$ cat config.mk
export PLATFORM = sky130hd
export DESIGN_NAME = dvp_frame_tx
export DESIGN_NICKNAME = d
export VERILOG_FILES = /design/src/rtl/dvp_frame_tx.sv
export SDC_FILE = /design/constraint.sdc
export NUM_CORES = 1
export LEC_CHECK = 0
export CORE_MARGIN = 2
export CORE_UTILIZATION = 40
export DETAILED_ROUTE_END_ITERATION = 8
export PLACE_DENSITY = 0.62
export SLEW_MARGIN = 20
export SYNTH_ARGS = -nofsm -noshare
export SYNTH_HDL_FRONTEND = slang
export SYNTH_SLANG_ARGS = --single-unit
$ cat constraint.sdc
create_clock -name iClk -period 2.65 [get_ports iClk]
set_input_delay 0.265 -clock iClk [delete_from_list [all_inputs] [get_ports iClk]]
set_output_delay 0.265 -clock iClk [all_outputs]
set_load 0.05 [all_outputs]
$ cat src/rtl/dvp_frame_tx.sv
// DVP frame transmitter: reads an RGB565 frame from a buffer and emits the
// VSYNC/HREF/byte stream a DVP camera would produce. The whole frame is a
// whole number of line periods (LP = 2*H_ACT + H_BLANK). The horizontal
// counter runs free across every non-IDLE state, and the line counter counts
// line periods within the current state.
// Parameter assumptions: H_ACT >= 2, H_BLANK >= 2, all line counts >= 1.
module dvp_frame_tx #(
   parameter int unsigned H_ACT    = 320,
   parameter int unsigned V_ACT    = 240,
   parameter int unsigned H_BLANK  = 144,
   parameter int unsigned VS_LINES = 3,
   parameter int unsigned V_BP     = 17,
   parameter int unsigned V_FP     = 10
) (
   input  logic        iClk,
   input  logic        iRst,
   input  logic        iStart,
   input  logic        iContinuous,
   output logic        oRdEn,
   output logic [16:0] oRdAddr,
   input  logic [15:0] iRdData,
   output logic        oVsync,
   output logic        oHref,
   output logic [7:0]  oData,
   output logic        oBusy,
   output logic        oFrameDone
);

   localparam int unsigned LP      = 2 * H_ACT + H_BLANK;
   localparam int unsigned ACT_LEN = 2 * H_ACT;
   localparam int unsigned RD_LIM  = 2 * H_ACT - 3;
   localparam int unsigned HCNT_W  = $clog2(LP);
   localparam int unsigned VCNT_W  = $clog2(VS_LINES + V_BP + V_ACT + V_FP);
   localparam int unsigned ADDR_W  = 17;

   typedef enum logic [2:0] {
      S_IDLE, S_VSYNC, S_VBP, S_ACTIVE, S_HBLANK, S_VFP
   } state_t;

   state_t              r_state;
   logic [HCNT_W-1:0]   r_hcnt;
   logic [VCNT_W-1:0]   r_vcnt;
   logic [ADDR_W-1:0]   r_addr;
   logic                r_first;
   logic                r_rden;
   logic                r_vsync;
   logic                r_href;
   logic                r_done;
   logic                r_rd_d1;
   logic                r_rd_d2;
   logic [15:0]         r_pix;
   logic [7:0]          r_data;

   logic                w_hend;
   logic                w_pre_line;
   logic                w_rd_next;

   // Last cycle of the current line period.
   assign w_hend = (r_hcnt == HCNT_W'(LP - 1));

   // The line period that follows the current one carries active pixels.
   assign w_pre_line = ((r_state == S_VBP) && (r_vcnt == VCNT_W'(V_BP - 1))) ||
                       (((r_state == S_ACTIVE) || (r_state == S_HBLANK)) &&
                        (r_vcnt != VCNT_W'(V_ACT - 1)));

   // Next cycle is a read: pixel 0 two cycles before the line, pixel 1 on the
   // first active cycle, then every second cycle so each high byte lands two
   // cycles after its strobe.
   assign w_rd_next = (w_pre_line && ((r_hcnt == HCNT_W'(LP - 3)) || w_hend)) ||
                      ((r_state == S_ACTIVE) && r_hcnt[0] && (r_hcnt < HCNT_W'(RD_LIM)));

   // Frame sequencing, line/cycle counters, read strobe and address.
   always_ff @(posedge iClk) begin
      if (iRst) begin
         r_state <= S_IDLE;
         r_hcnt  <= '0;
         r_vcnt  <= '0;
         r_addr  <= '0;
         r_first <= 1'b0;
         r_rden  <= 1'b0;
         r_vsync <= 1'b0;
         r_href  <= 1'b0;
         r_done  <= 1'b0;
      end else begin
         r_done <= 1'b0;
         r_rden <= w_rd_next;
         if (w_rd_next) begin
            if (r_first) r_first <= 1'b0;
            else         r_addr  <= r_addr + ADDR_W'(1);
         end
         if (r_state != S_IDLE) r_hcnt <= w_hend ? '0 : r_hcnt + HCNT_W'(1);

         case (r_state)
            S_IDLE: begin
               if (iStart) begin
                  r_state <= S_VSYNC;
                  r_vsync <= 1'b1;
                  r_hcnt  <= '0;
                  r_vcnt  <= '0;
                  r_addr  <= '0;
                  r_first <= 1'b1;
               end
            end
            S_VSYNC: begin
               if (w_hend) begin
                  if (r_vcnt == VCNT_W'(VS_LINES - 1)) begin
                     r_state <= S_VBP;
                     r_vsync <= 1'b0;
                     r_vcnt  <= '0;
                  end else begin
                     r_vcnt <= r_vcnt + VCNT_W'(1);
                  end
               end
            end
            S_VBP: begin
               if (w_hend) begin
                  if (r_vcnt == VCNT_W'(V_BP - 1)) begin
                     r_state <= S_ACTIVE;
                     r_href  <= 1'b1;
                     r_vcnt  <= '0;
                  end else begin
                     r_vcnt <= r_vcnt + VCNT_W'(1);
                  end
               end
            end
            S_ACTIVE: begin
               if (r_hcnt == HCNT_W'(ACT_LEN - 1)) begin
                  r_state <= S_HBLANK;
                  r_href  <= 1'b0;
               end
            end
            S_HBLANK: begin
               if (w_hend) begin
                  if (r_vcnt == VCNT_W'(V_ACT - 1)) begin
                     r_state <= S_VFP;
                     r_vcnt  <= '0;
                  end else begin
                     r_state <= S_ACTIVE;
                     r_href  <= 1'b1;
                     r_vcnt  <= r_vcnt + VCNT_W'(1);
                  end
               end
            end
            S_VFP: begin
               if ((r_vcnt == VCNT_W'(V_FP - 1)) && (r_hcnt == HCNT_W'(LP - 2)))
                  r_done <= 1'b1;
               if (w_hend) begin
                  if (r_vcnt == VCNT_W'(V_FP - 1)) begin
                     r_vcnt <= '0;
                     if (iContinuous) begin
                        r_state <= S_VSYNC;
                        r_vsync <= 1'b1;
                        r_addr  <= '0;
                        r_first <= 1'b1;
                     end else begin
                        r_state <= S_IDLE;
                     end
                  end else begin
                     r_vcnt <= r_vcnt + VCNT_W'(1);
                  end
               end
            end
            default: r_state <= S_IDLE;
         endcase
      end
   end

   // Pixel capture and byte serialiser: high byte straight from the read
   // data, low byte from the latched copy one cycle later.
   always_ff @(posedge iClk) begin
      if (iRst) begin
         r_rd_d1 <= 1'b0;
         r_rd_d2 <= 1'b0;
         r_pix   <= '0;
         r_data  <= '0;
      end else begin
         r_rd_d1 <= r_rden;
         r_rd_d2 <= r_rd_d1;
         if (r_rd_d1) begin
            r_pix  <= iRdData;
            r_data <= iRdData[15:8];
         end else if (r_rd_d2) begin
            r_data <= r_pix[7:0];
         end else begin
            r_data <= '0;
         end
      end
   end

   assign oRdEn      = r_rden;
   assign oRdAddr    = r_addr;
   assign oVsync     = r_vsync;
   assign oHref      = r_href;
   assign oData      = r_data;
   assign oFrameDone = r_done;
   assign oBusy      = (r_state != S_IDLE);

endmodule

==> results of run 1 <==
## power by group through the flow
stage	Sequential [mW]	Clock, mW	Combinational (mW)
5_1_grt	1.00	0.948	0.456
6_report	0.999	0.881	0.403
4_1_cts	0.997	0.899	0.404
2_1_floorplan	1.02	0	0.263
3_3_place_gp	1.02	0	0.403
3_5_place_dp	1.02	0	0.402
## logic make-up (layout without fill, tap and decap cells)
kind of cell,Yosys count,count (layout)
xor+xnor,21,21
simple gates,164,164
compound gates,78,78
mux,1,1
buf+inv,20,74
flops,62,62
fa+ha+maj,9,9
## flip-flops by register name, summed over array words and instances (netlist names), 3 cells and up
| name | cells |
|---|---|
| r_state | 3 |
| oRdAddr | 17 |
| oData | 8 |
| r_vcnt | 9 |
| r_hcnt | 10 |
| r_pix | 8 |
## final timing paths
path | depth (start not counted) | slack, ns | end
worst max register to register | 7 | 0.33 | oRdAddr[16]
worst min register to register | 1 | 0.47 | r_rd_d1
worst min-delay path | 1 | 0.47 | r_rd_d1
worst max-delay path | 3 | 0.25 | oBusy
## metrics by stage
step / hold WS (ns) / power, mW
2_1_floorplan: 0.406 / 1.28
3_3_place_gp: 0.464 / 1.42
3_5_place_dp: 0.471 / 1.42
4_1_cts: 0.474 / 2.30
5_1_grt: 0.501 / 2.41
6_report: 0.472 / 2.28
## what timing repair did
item                       CTS  global route
hold buffers                 0             0
gates resized for setup      0             1
setup endpoints to repair    0             1
## worst max-delay path: cells and delay by family (launching register included)
family,cells,cell delay (ns)
buffers and inverters,2,1.05
flip-flops,1,0.59
AND/OR/NAND/NOR,1,0.15
## layout by cell type (no fill, tap or decap), drive strengths merged, types with 2 or more instances in the layout
cell type	count
nand2	24
a311oi	2
ha	9
nand2b	5
xor2	20
a31oi	3
nor3	4
a221o	2
nor2b	14
nand4	13
and3	3
buf	5
a211oi	4
a21oi	24
clkdlybuf4s50	49
a22oi	9
nor4	5
nand3b	3
o21ai	17
or3	5
nor3b	3
o211ai	6
nor2	60
inv	5
nand3	8
o2111ai	3
clkbuf	12
dfxtp	62
and2	8
and4	3
## per-layer routing
metal	part of all wire (%)	global-route usage [%]
met1	50	25.7
met5	0	0
met3	5.0	4.73
met4	1.4	6.44
met2	44	25.4
## cell type report
type	instances	area share, %
multi-input cells	273	45.2
flip-flops and latches	62	32.1
repair buffers	54	13.7
clock buffers	12	4.27
well taps	99	3.20
clock inverters	3	1.10
inverters	5	0.486
==> results.ini, run 1 <==
[cells_and_area]
multi_input_area_sq_um=1750
drive_gt1_share_pct=10.3
nets=434
diodes=0
ff_latch_area_sq_um=1240
fillCellCount=694
design_area_sq_um=3860
final_util_pct=52.7
fin_cells=508
areaGrowthSynthToFinish_pct=26.1

[sta]
fin_worst_skew_ns=0.00850
final_max_slew_viol_count=0
finalWorstSetupSlack_ns=0.251
worstMarginPinSlew_ns=0.756
slew_headroom_pct=49.3
finalCriticalPeriod_ns=2.40
timing.final.crit_share_pct=90.5
max_freq_mhz=417
rsz0062_at_grt=no
setup_viol=0
finalHoldViolations=0
fin_setup_tns_ns=0

[synth]
synth_cell_types=60
ys_warn_count=0
synth.avg_cell_area_sq_um=8.64
synth_top_area_cell=dfxtp_1
synthAdderAreaFrac_pct=3.67
synth-edff-count=0
ys_ff_latch=62
netlist_instances=355
synth_area_sq_um=3070
synth.most_common_cell=dfxtp_1
synth_compound_area_share_pct=17.8
ys_top_cells_by_count=62 x dfxtp_1, 59 x nor2_1, 24 x a21oi_1, 24 x nand2_1, 20 x xor2_1
muxShareOfSynthArea_pct=0.327
synth_xor_area_share_pct=6.00
synthArstFlopShare_pct=0
synthFlopType=dfxtp_1
yosysSeqAreaShare_pct=40.5
synth_nets=384
synthSimpleGateAreaFrac_pct=28.9
synth.area.top_cells=dfxtp_1 40%, nor2_1 7.2%, xor2_1 5.7%
yosysTopAreaCellShare_pct=40.5
synth_top_family_by_area=simple AND/OR/NAND/NOR gates

[flow_run]
maxCapViolCount=0

[floorplanning]
die_h_um=91.5
fp.coreArea_sq_um=7330
boundaryPins=50
start_util_pct=41.8
die_w_um=91.5
die_area_sq_um=8380
core.rowCount=31

[clocking]
cts_tree=done
clock_latency_ns=0.34
cts.clk_slew.worst_paths_ns=0.07
postCtsSetupBuffers=0
cts.sinks=62
htree_num_levels=3
cts_max_path_buffers=2
cts-root-buf=clkbuf_8
numCtsBuffers=9

[critical_path]
cp_cell_sequence=nor3_2, inv_1, clkdlybuf4s50_1
setup.worst_path.start=r_state[2]
required_ns=2.38
crit_slowest_cell=clkdlybuf4s50_1
slowest_delay_ns=0.84
r2r_start=oRdAddr[1]
worstSetupPathType=register to output pin
crit_path_end_kind=output pin
worstPathMaxFanout=14
startpoint_type=register
arrival_ns=2.13

[grt]
grt-ovfl-total=0
grt_pass1_wl_um=11900
track_usage_pct=17.8
grt_max_degree=39
antenna_found_initial=0
grt_pass1_vias=2459

[routing]
routed_wl_um=7000
wl_per_cell_um=13.8
first_pass_iters=4
num_vias=2677
route.detailed.drc=0
viasPerCell=5.27
drt_iter0_drc=149
ant_nets=0

[place]
port_buffers=49
gp_congestion=0.829
dp.cells=493
place_ws_ns=0.383
dp_hpwl_um=4920
dpl-instance-area_sq_um=3650

[power]
swShare_pct=29.4
seq_power_share_pct=43.7
p_leak_nw=1.36
internal-power_mw=1.61
clkPwrFrac_pct=38.6
ir_drop_uv=282
power_density_nw_per_um2=591
p_switching_mw=0.671
comb_power_share_pct=17.7

[outcome]
status=finished clean

[min_path]
holdCritStartpoint=oRdEn
hold_class=register to register

(Power assumes the default switching activity.)
==> run 2: changes to the inputs <==
==> constraint.sdc (replaced) <==
create_clock -name iClk -period 2.65 [get_ports iClk]
set_input_delay 0.265 -clock iClk [delete_from_list [all_inputs] [get_ports iClk]]
set_output_delay 0.265 -clock iClk [all_outputs]
set_load 0.1 [all_outputs]
==> results.ini, run 2 (synthesized netlist as in run 1, its figures left out) <==
[grt]
grt_pass1_wl_um=12000
grt-ovfl-total=0
antenna_found_initial=0
grt_pass1_vias=2550
grt_max_degree=39
track_usage_pct=17.7

[cells_and_area]
diodes=0
final_util_pct=50.9
drive_gt1_share_pct=17.1
fillCellCount=726
final_common_cell=dfxtp_1
design_area_sq_um=3730
areaGrowthSynthToFinish_pct=21.8
largest_reg_flops=17
nets=434
final_cell_mix=62 x dfxtp_1, 59 x nor2_1, 35 x buf_4, 24 x nand2_1, 24 x a21oi_1

[critical_path]
cp_cell_sequence=ha_1, and3_1, nand2_1, nor4_1, or3_1, buf_4, nor2_1
worstSetupPathType=register to register
ff2ff_setup_slack_ns=0.39
crit_path_end_kind=register
slowest_delay_ns=0.48
crit_buf_inv=1
path_delay_family=simple AND/OR/NAND/NOR gates
crit_slowest_cell=dfxtp_1
required_ns=2.87
startpoint_type=register
arrival_ns=2.48
worstPathMaxFanout=15

[floorplanning]
core.rowCount=31
fp.coreArea_sq_um=7330
die_area_sq_um=8380
die_h_um=91.5
boundaryPins=50
die_w_um=91.5
start_util_pct=41.8

[sta]
finalCriticalPeriod_ns=2.26
worstMarginPinSlew_ns=0.727
fin_worst_skew_ns=0.0110
setup_viol=0
timing.final.crit_share_pct=85.5
finalHoldViolations=0
max_freq_mhz=442
slew_headroom_pct=51.5
fin_setup_tns_ns=0
final_max_slew_viol_count=0
rsz0062_at_grt=no

[power]
clkPwrFrac_pct=32.5
power_density_nw_per_um2=569
comb_power_share_pct=19.9
p_leak_nw=1.40
seq_power_share_pct=47.6
p_switching_mw=0.698
internal-power_mw=1.42
swShare_pct=32.9
ir_drop_uv=231
finalPower_mw=2.12

[routing]
num_vias=2680
route.detailed.drc=0
first_pass_iters=4
ant_nets=0
viasPerCell=5.28
drt_iter0_drc=118
wl_per_cell_um=13.8
routed_wl_um=7030

[place]
dpl-instance-area_sq_um=3580
dp_hpwl_um=5010
port_buffers=49
gp_congestion=0.912

[clocking]
hold_buffers=0
cts_max_path_buffers=2
cts-root-buf=clkbuf_8
cts.sinks=62
clock_latency_ns=0.33
numCtsBuffers=9
cts.clk_slew.worst_paths_ns=0.07
ctsResizeCount=0
postCtsSetupBuffers=0
cts_tree=done
htree_num_levels=3

[outcome]
status=finished clean

[flow_run]
maxCapViolCount=0

[min_path]
hold_class=register to register

==> run 2: cell types whose count changed in the layout (fill, tap and decap cells not counted), moves of 3 or more <==
cell and change:
buf_4 +30, clkbuf_8 -3, clkdlybuf4s50_1 -30, clkinv_2 +3
==> run 2: area by class of cell <==
type	instances	area (sq um)	share of cell area [%]
clock buffer	10	128	3.42
clock inverter	5	27.5	0.738
inverter	5	18.8	0.503
multi-input combinational	273	1740	46.6
sequential	62	1240	33.3
tap	99	124	3.32
timing repair buffer	54	453	12.1
==> run 2: power groups by stage <==
stage	combinational, mW	clock [mW]	sequential, mW
after global routing	0.467	0.754	1.02
after floorplan	0.289	0	1.03
after detailed placement	0.419	0	1.03
after global placement	0.421	0	1.03
final	0.421	0.690	1.01
after CTS	0.422	0.709	1.01
==> run 2: final timing paths <==
kind         cells past startpoint          end      start
max reg2reg                      7  oRdAddr[15]  r_hcnt[0]
max                              7  oRdAddr[15]  r_hcnt[0]
min                              1      r_rd_d1      oRdEn
min reg2reg                      1      r_rd_d1      oRdEn
==> run 2: layer usage <==
layer  part of all wire, %  vias to the layer above  global-route usage, %  wire length [um]
met3                   4.6                        2                   3.90               324
li1                      -                     1375                      -                 -
met1                    51                     1243                   24.5              3570
met2                    44                       60                   26.3              3100
met5                     0                        -                      0                 0
met4                  0.54                        0                   7.45                38
==> run 2: stage by stage <==
stage	std cells	hold WS [ns]	worst slack, ns
floorplan	355	0.406	0.000767
global placement	493	0.465	0.469
detailed placement	493	0.471	0.402
CTS	508	0.485	0.393
global route	508	0.501	0.197
finish	508	0.481	0.385
==> run 3: changes to the inputs <==
Settings changed: CTS_CLUSTER_DIAMETER from default to 60, SLEW_MARGIN 20 to 25.
==> results of run 3 <==
The final DEF is identical to that of run 2; final timing and power are the same.
